===== src/rtl/alu_share_ctrl_if.sv =====
// alu_share_ctrl_if: requester and response handshake bundle for the shared-ALU controller
interface alu_share_ctrl_if #(parameter int W = 4);
  logic         req0_valid;
  logic         req0_ready;
  logic [W-1:0] req0_a;
  logic [W-1:0] req0_b;
  logic [3:0]   req0_op;
  logic         req1_valid;
  logic         req1_ready;
  logic [W-1:0] req1_a;
  logic [W-1:0] req1_b;
  logic [3:0]   req1_op;
  logic         rsp_valid;
  logic         rsp_ready;
  logic         rsp_id;
  logic [W-1:0] rsp_res;
  logic         rsp_err;
  modport master (
    output req0_valid, req0_a, req0_b, req0_op,
    output req1_valid, req1_a, req1_b, req1_op,
    output rsp_ready,
    input  req0_ready, req1_ready, rsp_valid, rsp_id, rsp_res, rsp_err
  );
  modport slave (
    input  req0_valid, req0_a, req0_b, req0_op,
    input  req1_valid, req1_a, req1_b, req1_op,
    input  rsp_ready,
    output req0_ready, req1_ready, rsp_valid, rsp_id, rsp_res, rsp_err
  );
endinterface


===== src/rtl/alu_share_ctrl.sv =====
// alu_share_ctrl: round-robin sequencer sharing one 4-bit combinational ALU between two requesters
module alu_share_ctrl #(
  parameter int           W        = 4,
  parameter logic [W-1:0] DIV0_RES = '0,
  parameter int           CNT_W    = 8
) (
  input  logic             clk,
  input  logic             rst,
  alu_share_ctrl_if.slave  bus,
  output logic [W-1:0]     alu_a,
  output logic [W-1:0]     alu_b,
  output logic [3:0]       alu_s,
  input  logic [W-1:0]     alu_res,
  output logic             busy,
  output logic [CNT_W-1:0] op_cnt,
  output logic [CNT_W-1:0] err_cnt
);
  typedef enum logic [1:0] {IDLE, EXEC, RESP} state_t;
  state_t state_q;
  logic   ptr_q;
  logic   gnt1, gnt0, div0;
  // req1 wins when alone or when the pointer favours it and both are asking
  assign gnt1 = bus.req1_valid && (!bus.req0_valid || ptr_q);
  assign gnt0 = bus.req0_valid && !gnt1;
  assign bus.req0_ready = (state_q == IDLE) && gnt0;
  assign bus.req1_ready = (state_q == IDLE) && gnt1;
  assign busy = state_q != IDLE;
  assign div0 = (alu_s == 4'b0011 || alu_s == 4'b1011) && alu_b == '0;
  // accept, let the ALU settle for one cycle, then hold the response until taken
  always_ff @(posedge clk) begin
    if (rst) begin
      state_q       <= IDLE;
      ptr_q         <= 1'b0;
      alu_a         <= '0;
      alu_b         <= '0;
      alu_s         <= '0;
      bus.rsp_valid <= 1'b0;
      bus.rsp_id    <= 1'b0;
      bus.rsp_res   <= '0;
      bus.rsp_err   <= 1'b0;
      op_cnt        <= '0;
      err_cnt       <= '0;
    end else begin
      case (state_q)
        IDLE: if (gnt0 || gnt1) begin
          alu_a      <= gnt1 ? bus.req1_a : bus.req0_a;
          alu_b      <= gnt1 ? bus.req1_b : bus.req0_b;
          alu_s      <= gnt1 ? bus.req1_op : bus.req0_op;
          bus.rsp_id <= gnt1;
          state_q    <= EXEC;
        end
        EXEC: begin
          bus.rsp_err   <= div0;
          bus.rsp_res   <= div0 ? DIV0_RES : alu_res;
          bus.rsp_valid <= 1'b1;
          state_q       <= RESP;
        end
        RESP: if (bus.rsp_ready) begin
          bus.rsp_valid <= 1'b0;
          op_cnt        <= op_cnt + CNT_W'(1);
          err_cnt       <= err_cnt + CNT_W'(bus.rsp_err);
          ptr_q         <= !bus.rsp_id;
          state_q       <= IDLE;
        end
        default: state_q <= IDLE;
      endcase
    end
  end
endmodule


===== src/flat_wrapper.sv =====
// flat-port wrapper written by rule: the top's interface ports become plain ports
module alu_share_ctrl_flat 
#(
  parameter int           W        = 4,
  parameter logic [W-1:0] DIV0_RES = '0,
  parameter int           CNT_W    = 8
)
  (clk, rst, alu_a, alu_b, alu_s, alu_res, busy, op_cnt, err_cnt, bus_req0_valid, bus_req0_a, bus_req0_b, bus_req0_op, bus_req1_valid, bus_req1_a, bus_req1_b, bus_req1_op, bus_rsp_ready, bus_req0_ready, bus_req1_ready, bus_rsp_valid, bus_rsp_id, bus_rsp_res, bus_rsp_err);
  alu_share_ctrl_if #(.W(W)) bus_i ();
  input  logic clk;
  input  logic rst;
  output logic [W-1:0] alu_a;
  output logic [W-1:0] alu_b;
  output logic [3:0] alu_s;
  input  logic [W-1:0] alu_res;
  output logic busy;
  output logic [CNT_W-1:0] op_cnt;
  output logic [CNT_W-1:0] err_cnt;
  input wire logic [$bits(bus_i.req0_valid)-1:0] bus_req0_valid;
  input wire logic [$bits(bus_i.req0_a)-1:0] bus_req0_a;
  input wire logic [$bits(bus_i.req0_b)-1:0] bus_req0_b;
  input wire logic [$bits(bus_i.req0_op)-1:0] bus_req0_op;
  input wire logic [$bits(bus_i.req1_valid)-1:0] bus_req1_valid;
  input wire logic [$bits(bus_i.req1_a)-1:0] bus_req1_a;
  input wire logic [$bits(bus_i.req1_b)-1:0] bus_req1_b;
  input wire logic [$bits(bus_i.req1_op)-1:0] bus_req1_op;
  input wire logic [$bits(bus_i.rsp_ready)-1:0] bus_rsp_ready;
  output wire logic [$bits(bus_i.req0_ready)-1:0] bus_req0_ready;
  output wire logic [$bits(bus_i.req1_ready)-1:0] bus_req1_ready;
  output wire logic [$bits(bus_i.rsp_valid)-1:0] bus_rsp_valid;
  output wire logic [$bits(bus_i.rsp_id)-1:0] bus_rsp_id;
  output wire logic [$bits(bus_i.rsp_res)-1:0] bus_rsp_res;
  output wire logic [$bits(bus_i.rsp_err)-1:0] bus_rsp_err;
  assign bus_i.req0_valid = bus_req0_valid;
  assign bus_i.req0_a = bus_req0_a;
  assign bus_i.req0_b = bus_req0_b;
  assign bus_i.req0_op = bus_req0_op;
  assign bus_i.req1_valid = bus_req1_valid;
  assign bus_i.req1_a = bus_req1_a;
  assign bus_i.req1_b = bus_req1_b;
  assign bus_i.req1_op = bus_req1_op;
  assign bus_i.rsp_ready = bus_rsp_ready;
  assign bus_req0_ready = bus_i.req0_ready;
  assign bus_req1_ready = bus_i.req1_ready;
  assign bus_rsp_valid = bus_i.rsp_valid;
  assign bus_rsp_id = bus_i.rsp_id;
  assign bus_rsp_res = bus_i.rsp_res;
  assign bus_rsp_err = bus_i.rsp_err;
  alu_share_ctrl #(.W(W), .DIV0_RES(DIV0_RES), .CNT_W(CNT_W)) u_core (.clk(clk), .rst(rst), .bus(bus_i), .alu_a(alu_a), .alu_b(alu_b), .alu_s(alu_s), .alu_res(alu_res), .busy(busy), .op_cnt(op_cnt), .err_cnt(err_cnt));
endmodule

===== config.mk =====
export PLATFORM = sky130hd
export DESIGN_NAME = alu_share_ctrl_flat
export DESIGN_NICKNAME = d
export VERILOG_FILES = /design/src/rtl/alu_share_ctrl_if.sv /design/src/rtl/alu_share_ctrl.sv /design/src/flat_wrapper.sv
export SDC_FILE = /design/constraint.sdc
export NUM_CORES = 1
export LEC_CHECK = 0
export BUFFER_PORTS_ARGS = -buffer_cell sky130_fd_sc_hd__clkbuf_2
export CORE_UTILIZATION = 39
export CTS_CLUSTER_SIZE = 30
export DETAILED_ROUTE_END_ITERATION = 12
export GPL_ROUTABILITY_DRIVEN = 0
export PLACE_DENSITY = 0.71
export SLEW_MARGIN = 20
export SYNTH_ARGS = -nofsm -noshare
export SYNTH_HDL_FRONTEND = slang
export SYNTH_SLANG_ARGS = --single-unit
export TNS_END_PERCENT = 50

===== constraint.sdc =====
create_clock -name clk -period 1.3 [get_ports clk]
set_input_delay 0.195 -clock clk [delete_from_list [all_inputs] [get_ports clk]]
set_output_delay 0.195 -clock clk [all_outputs]
set_load 0.02 [all_outputs]

==> results.json, run 1 <==
{
  "final_cell_area_um2": 2710,
  "muxShareOfSynthArea_pct": 1.74,
  "htree_levels": 2,
  "async_flop_share_pct": 0,
  "fmax_ghz": 0.651,
  "firstDrtPassIters": 4,
  "maxSlewHeadroom_pct": 70.1,
  "io_buffer_count": 70,
  "yosys_warnings": 0,
  "io_pins": 71,
  "synth_top_family_by_area": "compound AO/OA/AOI/OAI gates",
  "fillerInstances": 345,
  "dieHeight_um": 68.6,
  "hold_violations": 0,
  "synthXorXnorAreaFrac_pct": 1.52,
  "fin_skew_ps": 4.69,
  "synth_most_common_cell": "dfxtp_1",
  "syn_area_um2": 1730,
  "critPathKind": "reg -> out",
  "synth_compound_area_share_pct": 24.2,
  "syn_area_per_cell_um2": 8.73,
  "finalCritPeriodShare_pct": 118,
  "yosys.area.top_type_share_pct": 44.0,
  "ctsHoldBuffers": 0,
  "seqCellArea_um2": 788,
  "leakage_nw": 1.17,
  "synthToLayoutAreaGrowth_pct": 56.6,
  "ir_worst_vdd_mv": 0.671,
  "clockBufferDepth": 2,
  "drtAntennaViolNets": 0,
  "internal-power_w": 0.00190,
  "cts_tree": "done",
  "seq_power_share_pct": 47.6,
  "cts-root-buf": "clkbuf_8",
  "crit_path_start_kind": "flip-flop",
  "fp.coreArea_um2": 4120,
  "min_path_type": "in -> reg",
  "cp_max_fo": 2,
  "syn_inst": 198,
  "fin_cells": 348,
  "antenna_found_initial": 0,
  "synthAdderAreaFrac_pct": 2.17,
  "rsz0062_at_grt": "true",
  "ys_types": 30,
  "synthTopCellsByArea": "dfxtp_1, a21oi_1, a311oi_1",
  "layout_setup_ws_ps": -235,
  "ys_seq_area_share_pct": 44.0,
  "clk_latency_ps": 290,
  "combPwrFrac_pct": 23.9,
  "fin_crit_ps": 1530,
  "multi_input_area_um2": 1060,
  "grt_usage_pct": 20.7,
  "grt_pass1_vias": 1689,
  "total_power_w": 0.00268,
  "drv_slew": 0,
  "routed_via_density": 5.49,
  "power_switching_share_pct": 29.1,
  "drc": 0,
  "violations": "setup timing",
  "placementRows": 23,
  "vias": 1909,
  "worst_slew_pin_slew_ps": 449,
  "routedWlPerCell_um": 13.9,
  "synth.largest_area_cell": "dfxtp_1",
  "setup_viol": 19,
  "arrival_ps": 1340,
  "initial_core_util_pct": 42.0,
  "p_clk_share_pct": 28.5,
  "syn_nets": 234,
  "placed_cells": 322,
  "synth_simple_gate_area_share_pct": 22.7,
  "synth-main-ff-cell": "dfxtp_1",
  "cts_made_buffers": 5,
  "grt-ovfl-total": 0,
  "synth_edf_count": 0,
  "dieArea_um2": 4700,
  "switchingPower_w": 0.000779,
  "drt_iter0_drc": 82,
  "fp.dieW_um": 68.6,
  "status": "complete, but fails checks",
  "whs_ps": 166,
  "dp_hpwl_um": 3140,
  "grt_pass1_wl_um": 7330,
  "cts_sinks": 38,
  "drv_cap": 0,
  "synth_commonest_cells": "dfxtp_1, a21oi_1, o21ai_0",
  "num_antenna_cells": 0,
  "layout-drive-gt1-share_pct": 50.7,
  "cp_data_required_time_ps": 1110,
  "place_ws_ps": -128,
  "nets": 334,
  "grt_max_degree": 25,
  "drt-total-wl_um": 4820,
  "power_density_nw_per_um2": 991,
  "clkTransAtPathRegs_ps": 70,
  "place_area_um2": 2290,
  "cp-end-kind": "output pin",
  "ys_seq_elements": 38
}
## flip-flops by register name, indices dropped and copies added, names as in the netlist
signal	count
u_core.alu_a	4
u_core.alu_b	4
u_core.alu_s	4
u_core.bus.rsp_err	1
u_core.bus.rsp_id	1
u_core.bus.rsp_res	4
u_core.bus.rsp_valid	1
u_core.err_cnt	8
u_core.op_cnt	8
u_core.ptr_q	1
u_core.state_q	2
## cell families after synthesis
kind of cell	count (synthesis)
AOI/OAI and AO/OA	70
and+or+nand+nor	65
DFF	38
buffers and inverters	16
xor gates and xnor gates	3
muxes	3
adders and majority gates	3
## metrics by stage
step	setup TNS (ps)	utilization, %
global placement	-265	55.6
floorplan	-7.10	-
finish	-2430	65.7
detailed placement	-556	55.6
global route	-3880	65.7
CTS	-1760	62.7
## placed cells by master (no fill, tap or decap), drive strengths merged, types with 2 or more instances in the layout
master	n
clkbuf	75
dfxtp	38
buf	37
a21oi	31
o21ai	18
nand3b	13
a311oi	12
nand2	11
nor2	10
or3	8
o31ai	5
or4	5
o211ai	4
inv	4
mux2i	3
nand4b	3
nand3	3
ha	3
xor2	2
nand4	2
nor2b	2
nand2b	2
or2	2
## worst max-delay path, stage by stage, from the launching register on
cell	delay, ps
dfxtp_4	360
nor2_4	110
inv_2	40
or3_4	380
inv_4	60
buf_8	100
## final timing paths
kind | cells past startpoint | end | startpoint | slack (ps)
setup / recovery | 5 | bus_req1_ready | u_core.state_q[1] | -230
hold / removal | 3 | u_core.bus.rsp_res[2] | alu_res[2] | 170
setup reg to reg | 5 | u_core.op_cnt[5] | u_core.state_q[1] | -200
hold reg to reg | 2 | u_core.bus.rsp_res[1] | u_core.bus.rsp_res[1] | 460
## cell type report
class,instances,area share [%]
Inverter,4,0.648
Tap cell,50,2.31
Timing Repair Buffer,105,25.8
Multi-Input combinational cell,144,39.3
Sequential cell,38,29.1
Clock buffer,7,2.82
## metal layers
layer	vias to the layer above	wire length, µm	global-route usage, %	share of wire (%)
li1	947	-	-	-
met2	75	2340	36.0	49
met3	7	333	5.43	6.9
met1	880	2090	24.2	43
met4	0	57	7.55	1.2
met5	-	0	0	0
## power by group through the flow
stage,logic [W],registers (W),clock network (W)
after floorplan,0.000244,0.00137,0
final,0.000640,0.00128,0.000764
after CTS,0.000611,0.00127,0.000781
after global placement,0.000524,0.00130,0
after detailed placement,0.000526,0.00130,0
after global routing,0.000694,0.00129,0.000831
## what timing repair did
item                                   in CTS  in global routing
gates resized for setup                    22                 31
setup buffers                              17                  5
pin swaps                                  23                 21
setup endpoints to repair                  11                 37
endpoints found under the hold margin       0                  0
Power figures use the tool's default switching activity.
==> inputs of run 2 (changes only) <==
--- a/config.mk
+++ b/config.mk
@@ -10,7 +10,7 @@
 export CTS_CLUSTER_SIZE = 30
 export DETAILED_ROUTE_END_ITERATION = 12
 export GPL_ROUTABILITY_DRIVEN = 0
-export PLACE_DENSITY = 0.71
+export PLACE_DENSITY_LB_ADDON = 0.1
 export SLEW_MARGIN = 20
 export SYNTH_ARGS = -nofsm -noshare
 export SYNTH_HDL_FRONTEND = slang
==> run 2 against run 1 <==
Against the previous run:
- the flow still finishes with violations (setup timing)
- clock skew grew 6.9 ps
- first-iteration DRC count shrank 44%
- total power grew 1.8%
- count of clock-buffer cells in the layout is the same
==> results.json, run 2 (synthesis gave the netlist of run 1 again) <==
{
  "clk_latency_ps": 290,
  "fp.coreArea_um2": 4120,
  "cp-end-kind": "output pin",
  "clkTransAtPathRegs_ps": 80,
  "dp_hpwl_um": 3130,
  "cp_data_required_time_ps": 1110,
  "leakage_nw": 1.12,
  "min_path_type": "in -> reg",
  "grtUsageMet1_pct": 22.7,
  "initial_core_util_pct": 42.0,
  "drv_slew": 0,
  "ctsHoldBuffers": 0,
  "grt-ovfl-total": 0,
  "htree_levels": 2,
  "cts_tree": "done",
  "fin_util_pct": 62.8,
  "rsz0062_at_grt": "true",
  "final_common_cell": "clkbuf_2",
  "crit_chain": "nor2_4 -> inv_2 -> or3_4 -> inv_4 -> buf_8",
  "rrSetupSlack_ps": -110,
  "cts-root-buf": "clkbuf_8",
  "maxSlewHeadroom_pct": 72.4,
  "grt_max_degree": 20,
  "dieHeight_um": 68.6,
  "fin_crit_ps": 1540,
  "total_power_w": 0.00273,
  "critPathKind": "reg -> out",
  "io_pins": 71,
  "slowest_stage": "or3_4",
  "ir_worst_vdd_mv": 0.560,
  "layout_setup_ws_ps": -236,
  "routed_via_density": 5.24,
  "vias": 1814,
  "dieArea_um2": 4700,
  "num_antenna_cells": 0,
  "routedWlPerCell_um": 12.6,
  "cts_made_buffers": 5,
  "fp.dieW_um": 68.6,
  "nets": 331,
  "gr-max-usage-layer": "met2",
  "power_density_nw_per_um2": 1060,
  "drt-total-wl_um": 4370,
  "top_regs": "u_core.err_cnt: 8 flops, u_core.op_cnt: 8 flops",
  "crit_end": "bus_req1_ready",
  "drv_cap": 0,
  "clockBufferDepth": 2,
  "r2r_start": "u_core.state_q[1]",
  "io_buffer_count": 70,
  "layout-drive-gt1-share_pct": 47.0,
  "arrival_ps": 1340,
  "grt_usage_pct": 20.4,
  "hold_violations": 0,
  "multi_input_area_um2": 988,
  "drtAntennaViolNets": 0,
  "cts_sinks": 38,
  "r2r_cells": 5,
  "firstDrtPassIters": 4,
  "grt_pass1_vias": 1678,
  "fillerInstances": 376,
  "antenna_found_initial": 0,
  "placementRows": 23,
  "max_stage_delay_ps": 380,
  "met2_usage_pct": 36.8,
  "worst_slew_pin_slew_ps": 414,
  "violations": "setup timing",
  "status": "complete, but fails checks",
  "fin_skew_ps": 11.6,
  "seqCellArea_um2": 788,
  "finalSetupTns_ps": -1110,
  "setup_viol": 11,
  "startpoint": "u_core.state_q[1]",
  "drc": 0,
  "cp_max_fo": 2,
  "fmax_ghz": 0.651,
  "crit_path_start_kind": "flip-flop",
  "finalCritPeriodShare_pct": 118,
  "use_met3_pct": 6.25,
  "drt_iter0_drc": 46,
  "final_cell_mix": "clkbuf_2, buf_4, dfxtp_1",
  "r2r_end": "u_core.op_cnt[3]",
  "grt_pass1_wl_um": 7080,
  "synthToLayoutAreaGrowth_pct": 49.5
}
run 2: changes by cell type in the layout (fill, tap and decap cells not counted), sizes merged:
cell	change
clkinv	+1
buf	-3
run 2: final cells by class:
cell class                 instances  share of cell area, %
timing repair buffer             102                   24.6
sequential                        38                   30.5
clock inverter                     1                  0.194
clock buffer                       7                   3.34
inverter                           4                  0.678
multi-input combinational        144                   38.3
tap                               50                   2.42
run 2: stage by stage:
stage | instance area, µm² | std cells | hold WS (ps) | setup WS [ps]
6_report | 2580 | 346 | 154 | -236
5_1_grt | 2580 | 346 | 172 | -285
4_1_cts | 2530 | 343 | 151 | -279
3_5_place_dp | 2330 | 329 | 455 | -116
3_3_place_gp | 2330 | 329 | 449 | -70.4
2_1_floorplan | 1790 | 198 | 363 | -3.67
run 2: per-layer routing:
layer / share of wire [%] / vias to the layer above
met5: 0 / -
met4: 0.98 / 0
met3: 5.5 / 6
met1: 45 / 813
met2: 49 / 55
li1: - / 940
run 2: worst min-delay path by stage:
| stage | startpoint | endpoint | depth (start not counted) |
|---|---|---|---|
| 5_1_grt | alu_res[3] | u_core.bus.rsp_res[3] | 3 |
| 4_1_cts | alu_res[1] | u_core.bus.rsp_res[1] | 3 |
| 6_report | alu_res[3] | u_core.bus.rsp_res[3] | 3 |
| 3_3_place_gp | u_core.bus.rsp_res[2] | u_core.bus.rsp_res[2] | 2 |
| 3_5_place_dp | u_core.bus.rsp_res[2] | u_core.bus.rsp_res[2] | 2 |
| 2_1_floorplan | alu_res[0] | u_core.bus.rsp_res[0] | 2 |
run 2: what timing repair did:
item                                    in CTS  in global routing
buffers inserted                             6                  3
hold endpoints to repair                     0                  0
endpoints found under the setup margin      11                 32
gates resized for setup                     16                 10
pin swaps                                    5                  9
run 2: critical path, delay by kind of cell, from the launching register on:
kind | cells | cell delay (ps)
AND/OR/NAND/NOR | 2 | 490
flip-flops | 1 | 360
buffers and inverters | 3 | 200
run 2: report_power, final:
| group | internal, W | total, W | switching, W |
|---|---|---|---|
| logic | 0.000286 | 0.000606 | 0.000320 |
| clock network | 0.000428 | 0.000847 | 0.000419 |
| registers | 0.00123 | 0.00128 | 0.0000495 |
| total | 0.00194 | 0.00273 | 0.000788 |
